File: config.mk
export PLATFORM = sky130hd
export DESIGN_NAME = des_key_sched_ctrl
export DESIGN_NICKNAME = d
export VERILOG_FILES = /design/src/rtl/des_key_sched_ctrl.sv
export SDC_FILE = /design/constraint.sdc
export NUM_CORES = 1
export LEC_CHECK = 0
export CELL_PAD_IN_SITES_DETAIL_PLACEMENT = 1
export CELL_PAD_IN_SITES_GLOBAL_PLACEMENT = 1
export CORE_MARGIN = 4
export CORE_UTILIZATION = 32
export DETAILED_ROUTE_END_ITERATION = 8
export PLACE_DENSITY_LB_ADDON = 0.3
export SYNTH_ARGS = -nofsm -noshare
export SYNTH_HDL_FRONTEND = slang
export SYNTH_SLANG_ARGS = --single-unit
File: constraint.sdc
create_clock -name i_clk -period 5.2 [get_ports i_clk]
set_input_delay 0.78 -clock i_clk [delete_from_list [all_inputs] [get_ports i_clk]]
set_output_delay 0.78 -clock i_clk [all_outputs]
set_load 0.005 [all_outputs]
File: src/rtl/des_key_sched_ctrl.sv
// DES key schedule sequencer: applies PC-1 to an incoming key, then walks
// key_round through the 16 rounds. It supplies C/D, the rotate amount, the
// direction and a data-valid strobe, and takes key_round's registered C/D back.
module des_key_sched_ctrl #(
  parameter int NUM_ROUNDS = 16
) (
  input  logic        i_clk,
  input  logic        i_rst_n,
  input  logic        i_key_dv,
  input  logic [63:0] i_key,
  input  logic        i_encrypt,
  input  logic        i_stall,
  input  logic [27:0] i_c,
  input  logic [27:0] i_d,
  output logic        o_ready,
  output logic [27:0] o_c,
  output logic [27:0] o_d,
  output logic        o_shift_indicator,
  output logic        o_encrypt,
  output logic        o_kr_dv,
  output logic [3:0]  o_round,
  output logic        o_done
);

  typedef enum logic {IDLE = 1'b0, RUN = 1'b1} state_t;

  localparam logic [3:0] LAST_ROUND = 4'(NUM_ROUNDS - 1);

  // Bit i set means encrypt round i rotates by 1 (rounds 1, 2, 9, 16).
  localparam logic [15:0] SHIFT1_MASK = 16'h8103;

  state_t      state_q, state_nxt;
  logic [3:0]  round_q;
  logic        enc_q;
  logic [27:0] c0_q, d0_q;
  logic        load;
  logic [3:0]  sched_idx;
  logic [55:0] pc1_cd;
  logic        unused_parity_bits;

  // PC-1 written out with DES bit numbers: DES bit n lives at i_key[64-n].
  assign pc1_cd = {
    i_key[64-57], i_key[64-49], i_key[64-41], i_key[64-33], i_key[64-25], i_key[64-17], i_key[64-9],
    i_key[64-1],  i_key[64-58], i_key[64-50], i_key[64-42], i_key[64-34], i_key[64-26], i_key[64-18],
    i_key[64-10], i_key[64-2],  i_key[64-59], i_key[64-51], i_key[64-43], i_key[64-35], i_key[64-27],
    i_key[64-19], i_key[64-11], i_key[64-3],  i_key[64-60], i_key[64-52], i_key[64-44], i_key[64-36],
    i_key[64-63], i_key[64-55], i_key[64-47], i_key[64-39], i_key[64-31], i_key[64-23], i_key[64-15],
    i_key[64-7],  i_key[64-62], i_key[64-54], i_key[64-46], i_key[64-38], i_key[64-30], i_key[64-22],
    i_key[64-14], i_key[64-6],  i_key[64-61], i_key[64-53], i_key[64-45], i_key[64-37], i_key[64-29],
    i_key[64-21], i_key[64-13], i_key[64-5],  i_key[64-28], i_key[64-20], i_key[64-12], i_key[64-4]
  };

  // Parity bits take no part in the schedule.
  assign unused_parity_bits = ^{i_key[64-8],  i_key[64-16], i_key[64-24], i_key[64-32],
                                i_key[64-40], i_key[64-48], i_key[64-56], i_key[64-64]};

  assign load = (state_q == IDLE) && i_key_dv;

  // Decrypt round r uses the encrypt entry for 16-r; round 0 maps to entry 0
  // (rotate 1), which undoes the left rotate applied when the key was stored.
  assign sched_idx = enc_q ? round_q : (4'd0 - round_q);

  assign o_shift_indicator = SHIFT1_MASK[sched_idx];
  assign o_encrypt         = enc_q;
  assign o_round           = round_q;

  // Round 0 starts from the stored C0/D0; later rounds use key_round's feedback.
  assign o_c = (state_q == RUN && round_q != 4'd0) ? i_c : c0_q;
  assign o_d = (state_q == RUN && round_q != 4'd0) ? i_d : d0_q;

  // State register plus the stored start values, direction and round index.
  always_ff @(posedge i_clk or negedge i_rst_n) begin
    if (!i_rst_n) begin
      state_q <= IDLE;
      round_q <= 4'd0;
      enc_q   <= 1'b0;
      c0_q    <= 28'd0;
      d0_q    <= 28'd0;
    end else begin
      state_q <= state_nxt;
      if (load) begin
        enc_q   <= i_encrypt;
        round_q <= 4'd0;
        if (i_encrypt) begin
          c0_q <= pc1_cd[55:28];
          d0_q <= pc1_cd[27:0];
        end else begin
          c0_q <= {pc1_cd[54:28], pc1_cd[55]};
          d0_q <= {pc1_cd[26:0],  pc1_cd[27]};
        end
      end else if (o_kr_dv) begin
        round_q <= round_q + 4'd1;
      end
    end
  end

  // Next state and handshake outputs; a stall simply withholds the round strobe.
  always_comb begin
    state_nxt = state_q;
    o_ready   = 1'b0;
    o_kr_dv   = 1'b0;
    o_done    = 1'b0;
    case (state_q)
      IDLE: begin
        o_ready = 1'b1;
        if (i_key_dv) state_nxt = RUN;
      end
      RUN: begin
        o_kr_dv = !i_stall;
        if (!i_stall && round_q == LAST_ROUND) begin
          o_done    = 1'b1;
          state_nxt = IDLE;
        end
      end
      default: state_nxt = IDLE;
    endcase
  end

endmodule
==> results of run 1 <==
-- kinds of logic (layout without fill, tap and decap cells) --
| group | Yosys count | count (layout) | synth area share |
|---|---|---|---|
| compound gates | 68 | 68 | 0.0951 |
| fa+ha+maj | 2 | 2 | 0.00660 |
| buf+inv | 30 | 202 | 0.0472 |
| flops | 62 | 62 | 0.410 |
| mux | 114 | 114 | 0.360 |
| simple gates | 76 | 76 | 0.0819 |
-- state kept, by name (all words and copies together), names as in the netlist --
name and flops:
o_round 4, state_q 1, d0_q 28, o_encrypt 1, c0_q 28
-- worst max path at each step --
stage                     startpoint      end  slack [ns]  cells past startpoint
after floorplan           o_round[0]  o_c[14]        2.83                      7
after global placement    o_round[0]  o_d[27]        2.08                      7
after detailed placement  o_round[0]  o_d[27]        2.03                      7
after CTS                 o_round[0]  o_d[27]        1.69                      7
after global routing      o_round[0]  o_c[27]        1.53                      7
final                     o_round[0]  o_c[27]        1.72                      7
-- synth_stat cells --
cell,instances,area share
sky130_fd_sc_hd__nor2b_1,1,0.0017
sky130_fd_sc_hd__nand2_1,63,0.062
sky130_fd_sc_hd__a2bb2oi_1,1,0.0023
sky130_fd_sc_hd__o21ai_0,59,0.078
sky130_fd_sc_hd__ha_1,2,0.0066
sky130_fd_sc_hd__mux2_2,17,0.051
sky130_fd_sc_hd__buf_6,5,0.015
sky130_fd_sc_hd__buf_2,11,0.015
sky130_fd_sc_hd__nand2b_1,1,0.0017
sky130_fd_sc_hd__nor3_1,4,0.0053
sky130_fd_sc_hd__nand3_1,1,0.0013
sky130_fd_sc_hd__nand4_1,1,0.0017
sky130_fd_sc_hd__clkbuf_1,7,0.0069
sky130_fd_sc_hd__mux2_4,40,0.16
sky130_fd_sc_hd__clkbuf_4,1,0.0020
sky130_fd_sc_hd__nor3b_1,1,0.0020
sky130_fd_sc_hd__buf_4,3,0.0059
sky130_fd_sc_hd__inv_1,3,0.0030
sky130_fd_sc_hd__mux2i_1,57,0.15
sky130_fd_sc_hd__o21ai_2,1,0.0023
sky130_fd_sc_hd__nand4bb_1,1,0.0030
sky130_fd_sc_hd__o211ai_1,3,0.0059
sky130_fd_sc_hd__dfrtp_1,62,0.41
sky130_fd_sc_hd__a22o_1,1,0.0023
sky130_fd_sc_hd__nor2_1,3,0.0030
sky130_fd_sc_hd__a21oi_1,2,0.0026
sky130_fd_sc_hd__a31oi_1,1,0.0017
-- worst max-delay path: stages, from the launching register on --
cell	delay [ns]
sky130_fd_sc_hd__dfrtp_1	0.48
sky130_fd_sc_hd__inv_1	0.12
sky130_fd_sc_hd__ha_1	0.22
sky130_fd_sc_hd__nand2b_1	0.13
sky130_fd_sc_hd__o21ai_4	0.15
sky130_fd_sc_hd__buf_4	0.41
sky130_fd_sc_hd__mux2_2	0.39
sky130_fd_sc_hd__clkdlybuf4s50_1	0.46
-- cell type report --
cell class | count | area share
clock buffer | 14 | 0.0447
tap | 143 | 0.0303
inverter | 3 | 0.00191
multi-input combinational | 260 | 0.351
timing repair buffer | 184 | 0.309
clock inverter | 1 | 0.000847
sequential | 62 | 0.262
-- where the power goes --
part | switching (mW) | leakage [nW] | total, mW | internal (mW)
registers | 0.0592 | 0.808 | 0.599 | 0.540
clock network | 0.202 | 0.133 | 0.548 | 0.346
logic | 0.347 | 1.72 | 1.00 | 0.656
total | 0.608 | 2.66 | 2.15 | 1.54
-- metrics by stage --
step	hold WS, ns	area (sq um)
global route	0.521	5910
detailed placement	0.473	5640
floorplan	0.444	3790
finish	0.478	5910
CTS	0.485	5910
global placement	0.463	5640
-- metal layers --
layer  global-route usage  wire length (um)
met4               0.0581               183
met1                0.205              4760
met5                    0                 0
met3               0.0375               722
met2                0.274              5370
==> impl_summary.txt, run 1 <==
----------------------------------------------------
[Outcome]
  Status ... completed

[Power]
  Static Leakage ... 2.66 nW
  Post-route total power ... 2.15 mW
  VDD IR max ... 0.135 mV
  Total power density per cell area ... 364 nW/um^2

[Clock network]
  Number of gates resized after cts ... 0
  Cell chosen for the clock root ... sky130_fd_sc_hd__clkbuf_16
  Clk_lat worst skew ... 0.32 ns
  TritonCTS sink count ... 62
  Clock tree from TritonCTS ... built
  Clock buffers created by TritonCTS ... 9
  Buffer count from post-CTS setup fixing ... 0
  Maximum count of clock buffers along a single path ... 2
  Clock slew at reported path FFs ... 0.05 ns
  Number of buffers inserted by hold repair at cts ... 0
  H-tree depth ... 3

[Synthesis]
  Count of state elements after synthesis ... 62
  Net count after synthesis ... 479
  Synthesized cell area ... 3790 sq um
  Sequential-to-total area share from yosys stat ... 0.410
  Syn. warnings ... 0
  Unique masters post-synth ... 27
  Mean area per synthesized cell ... 10.8 sq um
  Post-synthesis cell count ... 352

[Detailed routing]
  Remaining DRCs ... 0
  Number of routed nets with antenna violations ... 0
  Via density ... 4.87
  Total Wirelength ... 11.0 mm
  Detailed-route via count ... 3250
  Number of DRC violations after detailed-routing iteration 0 ... 76
  Routed wire length per instance ... 16.5 um
  Drt pass-1 iters ... 4

[Die]
  Core box area ... 11500 sq um
  Height of the die ... 117 um
  Number of core rows ... 39
  Num ports ... 190
  Die area ... 13600 sq um
  Initial cell density of the core ... 0.329
  Die width ... 117 um

[Worst setup path]
  Worst-case register-to-register setup slack ... 3.37 ns
  Critical setup path kind ... register to output port
  Worst reg-to-reg path cell count ... 3
  Kind of end point of the critical path ... output port
  Data required time at the worst endpoint ... 4.42 ns
  Element type at the critical path start ... register
  Highest fanout seen on the critical path ... 28
  Reg-to-reg startpoint ... state_q
  Reg-to-reg endpoint ... o_encrypt
  Data arrival time at the worst-slack endpoint ... 2.70 ns

[STA]
  Final min period ... 3.48 ns
  # setup viols final ... 0
  Final Hold Viols ... 0
  Final critical-path setup slack ... 1.72 ns
  Post-route clock period utilization ... 0.670
  Setup tns final ... 0 ns
  Layout Skew ... 0.00411 ns
  Slew Limit Headroom ... 0.332
  Number of max-slew violations in the final report ... 0
  Highest achievable clock rate ... 0.287 GHz
  Slew of the pin with the lowest slew margin ... 1.00 ns
  Unrepaired setup endpoints after global routing ... no

[Global route]
  Global-route congestion overflow total ... 0
  Via count of the first global-routing pass ... 3519
  Maximum number of pins on one net before global-route repair ... 115
  Global-route usage over all layers ... 0.163
  First-pass GRT wire length ... 17.7 mm
  Initial antenna violation count ... 0

[Finish]
  Most frequent cells in the layout ... sky130_fd_sc_hd__clkdlybuf4s50_1 (179), sky130_fd_sc_hd__nand2_1 (62), sky130_fd_sc_hd__dfrtp_1 (62)
  Fill cell total of the finished layout ... 1253
  Area used by multi-input combinational logic ... 2070 sq um
  Post-Route Utilization ... 0.513
  Area occupied by registers ... 1550 sq um
  Final instance count without filler cells ... 667
  Layout area overhead ... 56.0%
  Layout cells sized above 1 ... 0.145
  Most common cell after layout, fill and taps aside ... sky130_fd_sc_hd__clkdlybuf4s50_1
  Antenna cell count ... 0
  Nets@finish ... 647

[Min path]
  Class of the worst hold path ... register to register
  Number of stages on the worst hold path ... 2
  Hold Path End ... d0_q[3]
  Hold Crit Start ... d0_q[3]

[Placement]
  Number of I/O port buffers ... 181
  Placer Congestion ... 0.721
  DP Worst Slack ... 2.03 ns
  Placed cells ... 652
  DP Wirelength ... 8.17 mm

[Job]
  Max cap viols ... 0

----------------------------------------------------
Note: power is estimated with default switching activity, not from simulation.
==> run 2, diff against run 1 <==
--- a/config.mk
+++ b/config.mk
@@ -8,7 +8,7 @@
 export CELL_PAD_IN_SITES_DETAIL_PLACEMENT = 1
 export CELL_PAD_IN_SITES_GLOBAL_PLACEMENT = 1
 export CORE_MARGIN = 4
-export CORE_UTILIZATION = 32
+export CORE_UTILIZATION = 27
 export DETAILED_ROUTE_END_ITERATION = 8
 export PLACE_DENSITY_LB_ADDON = 0.3
 export SYNTH_ARGS = -nofsm -noshare
==> constraint.sdc (replaced) <==
create_clock -name i_clk -period 3.16 [get_ports i_clk]
set_input_delay 0.474 -clock i_clk [delete_from_list [all_inputs] [get_ports i_clk]]
set_output_delay 0.474 -clock i_clk [all_outputs]
set_load 0.005 [all_outputs]
==> impl_summary.txt, run 2 (synthesized netlist as in run 1, its figures left out) <==
----------------------------------------------------
[Global route]
  First-pass GRT wire length ... 18.4 mm
  Maximum number of pins on one net before global-route repair ... 79
  Initial antenna violation count ... 0
  Global-route usage over all layers ... 0.144
  Global-route congestion overflow total ... 0
  Via count of the first global-routing pass ... 3459

[Clock network]
  H-tree depth ... 3
  Maximum count of clock buffers along a single path ... 2
  TritonCTS sink count ... 62
  Number of buffers inserted by hold repair at cts ... 0
  Clk_lat worst skew ... 0.33 ns
  Clock buffers created by TritonCTS ... 9
  Clock tree from TritonCTS ... built
  Clock slew at reported path FFs ... 0.05 ns
  Cell chosen for the clock root ... sky130_fd_sc_hd__clkbuf_16

[Worst setup path]
  Highest fanout seen on the critical path ... 8
  Critical setup path kind ... register to output port
  Data arrival time at the worst-slack endpoint ... 2.53 ns
  List of cells traversed by the critical path ... inv_1 -> ha_2 -> nand2b_4 -> o21ai_4 -> buf_4 -> buf_12 -> mux2_2 -> clkdlybuf4s50_1
  Maximum single-stage delay on the critical path ... 0.48 ns
  Kind of end point of the critical path ... output port
  Slowest-stage cell, CP ... sky130_fd_sc_hd__clkdlybuf4s50_1
  Element type at the critical path start ... register
  Data required time at the worst endpoint ... 2.69 ns

[Die]
  Initial cell density of the core ... 0.274
  Die width ... 126 um
  Num ports ... 190
  Core box area ... 13800 sq um
  Die area ... 16000 sq um
  Number of core rows ... 43
  Height of the die ... 126 um

[Finish]
  Layout area overhead ... 62.0%
  Most common cell after layout, fill and taps aside ... sky130_fd_sc_hd__clkdlybuf4s50_1
  Layout cells sized above 1 ... 0.174
  Post-Route Utilization ... 0.444
  Area used by multi-input combinational logic ... 2080 sq um
  Fill cell total of the finished layout ... 1529
  Nets@finish ... 657
  Area occupied by registers ... 1550 sq um
  Most frequent cells in the layout ... sky130_fd_sc_hd__clkdlybuf4s50_1 (179), sky130_fd_sc_hd__nand2_1 (62), sky130_fd_sc_hd__dfrtp_1 (60)
  Antenna cell count ... 0

[Power]
  Static Leakage ... 2.74 nW
  VDD IR max ... 0.382 mV
  Total power density per cell area ... 618 nW/um^2

[Placement]
  Number of I/O port buffers ... 181
  Placer Congestion ... 0.772
  DP Wirelength ... 8.83 mm

[Detailed routing]
  Drt pass-1 iters ... 4
  Total Wirelength ... 12.1 mm
  Remaining DRCs ... 0
  Number of DRC violations after detailed-routing iteration 0 ... 119
  Detailed-route via count ... 3260
  Number of routed nets with antenna violations ... 0
  Via density ... 4.56
  Routed wire length per instance ... 17.0 um

[STA]
  Slew Limit Headroom ... 0.348
  Number of max-slew violations in the final report ... 0
  Unrepaired setup endpoints after global routing ... no
  Post-route clock period utilization ... 0.951
  Final Hold Viols ... 0
  Worst hold slack after final layout ... 0.289 ns
  Highest achievable clock rate ... 0.333 GHz
  Setup tns final ... 0 ns
  Layout Skew ... 0.00341 ns
  Final min period ... 3.01 ns
  # setup viols final ... 0
  Slew of the pin with the lowest slew margin ... 0.978 ns

[Outcome]
  Status ... completed

[Job]
  Max cap viols ... 0

[Min path]
  Class of the worst hold path ... input pin to asynchronous set/reset pin

----------------------------------------------------
## run 2: cell types whose count changed in the layout (fill, tap and decap cells not counted), moves of 2 or more
| cell | delta |
|---|---|
| sky130_fd_sc_hd__buf_12 | +3 |
| sky130_fd_sc_hd__dfrtp_1 | -2 |
| sky130_fd_sc_hd__clkbuf_16 | +2 |
| sky130_fd_sc_hd__buf_4 | +5 |
| sky130_fd_sc_hd__dfrtp_2 | +2 |
| sky130_fd_sc_hd__clkbuf_1 | -2 |
## run 2: cell type report
class | count | area share
timing repair buffer | 194 | 0.322
multi-input combinational | 260 | 0.340
sequential | 62 | 0.253
inverter | 3 | 0.00184
clock buffer | 13 | 0.0440
clock inverter | 3 | 0.00285
tap | 180 | 0.0367
## run 2: power by group
part | switching, mW | internal [mW]
combinational | 0.643 | 1.21
clock | 0.357 | 0.592
sequential | 0.101 | 0.889
## run 2: critical path, delay by kind of cell, from the launching register on
family / cells / cell delay, ns
buf+inv: 4 / 0.93
flops: 1 / 0.45
mux: 1 / 0.34
fa+ha+maj: 1 / 0.25
compound gates: 1 / 0.15
simple gates: 1 / 0.08
## run 2: layer usage
| metal | vias to the layer above | routed length (um) | GRT usage |
|---|---|---|---|
| met5 | - | 0 | 0 |
| met4 | 0 | 145 | 0.0473 |
| met3 | 9 | 636 | 0.0362 |
| met2 | 96 | 6200 | 0.250 |
| met1 | 1556 | 5140 | 0.173 |
| li1 | 1599 | - | - |
## run 2: final timing paths
check	from	endpoint	slack, ns	cells after the start
setup / recovery	o_round[0]	o_d[27]	0.15	8
setup reg to reg	state_q	d0_q[2]	1.61	4
hold reg to reg	d0_q[7]	d0_q[7]	0.48	2
hold / removal	i_rst_n	d0_q[2]	0.29	1
min in group i_clk	d0_q[7]	d0_q[7]	0.48	2
max in group asynchronous	i_rst_n	o_round[1]	2.07	2
## run 2: stage by stage
stage                     std cells  instance area [sq um]  power (mW)  setup WS (ns)
after global routing            715                   6140        4.01         0.0396
final                           715                   6140        3.79          0.153
after CTS                       708                   6030        3.70        0.00796
after global placement          692                   5740        2.66          0.387
after detailed placement        692                   5740        2.72          0.289
after floorplan                 352                   3790        1.89           1.10
## run 2: repair_timing
| action | in CTS | in global routing |
|---|---|---|
| gates resized for setup | 1 | 6 |
| endpoints found under the setup margin | 26 | 56 |
| buffers inserted | 0 | 5 |
| pin swaps | 0 | 1 |
| gates cloned | 0 | 2 |
==> run 3, diff against run 2 <==
--- a/config.mk
+++ b/config.mk
@@ -5,6 +5,7 @@
 export SDC_FILE = /design/constraint.sdc
 export NUM_CORES = 1
 export LEC_CHECK = 0
+export CAP_MARGIN = 15
 export CELL_PAD_IN_SITES_DETAIL_PLACEMENT = 1
 export CELL_PAD_IN_SITES_GLOBAL_PLACEMENT = 1
 export CORE_MARGIN = 4
==> results of run 3 <==
No change in the layout: final DEF, timing and power equal those of run 2.
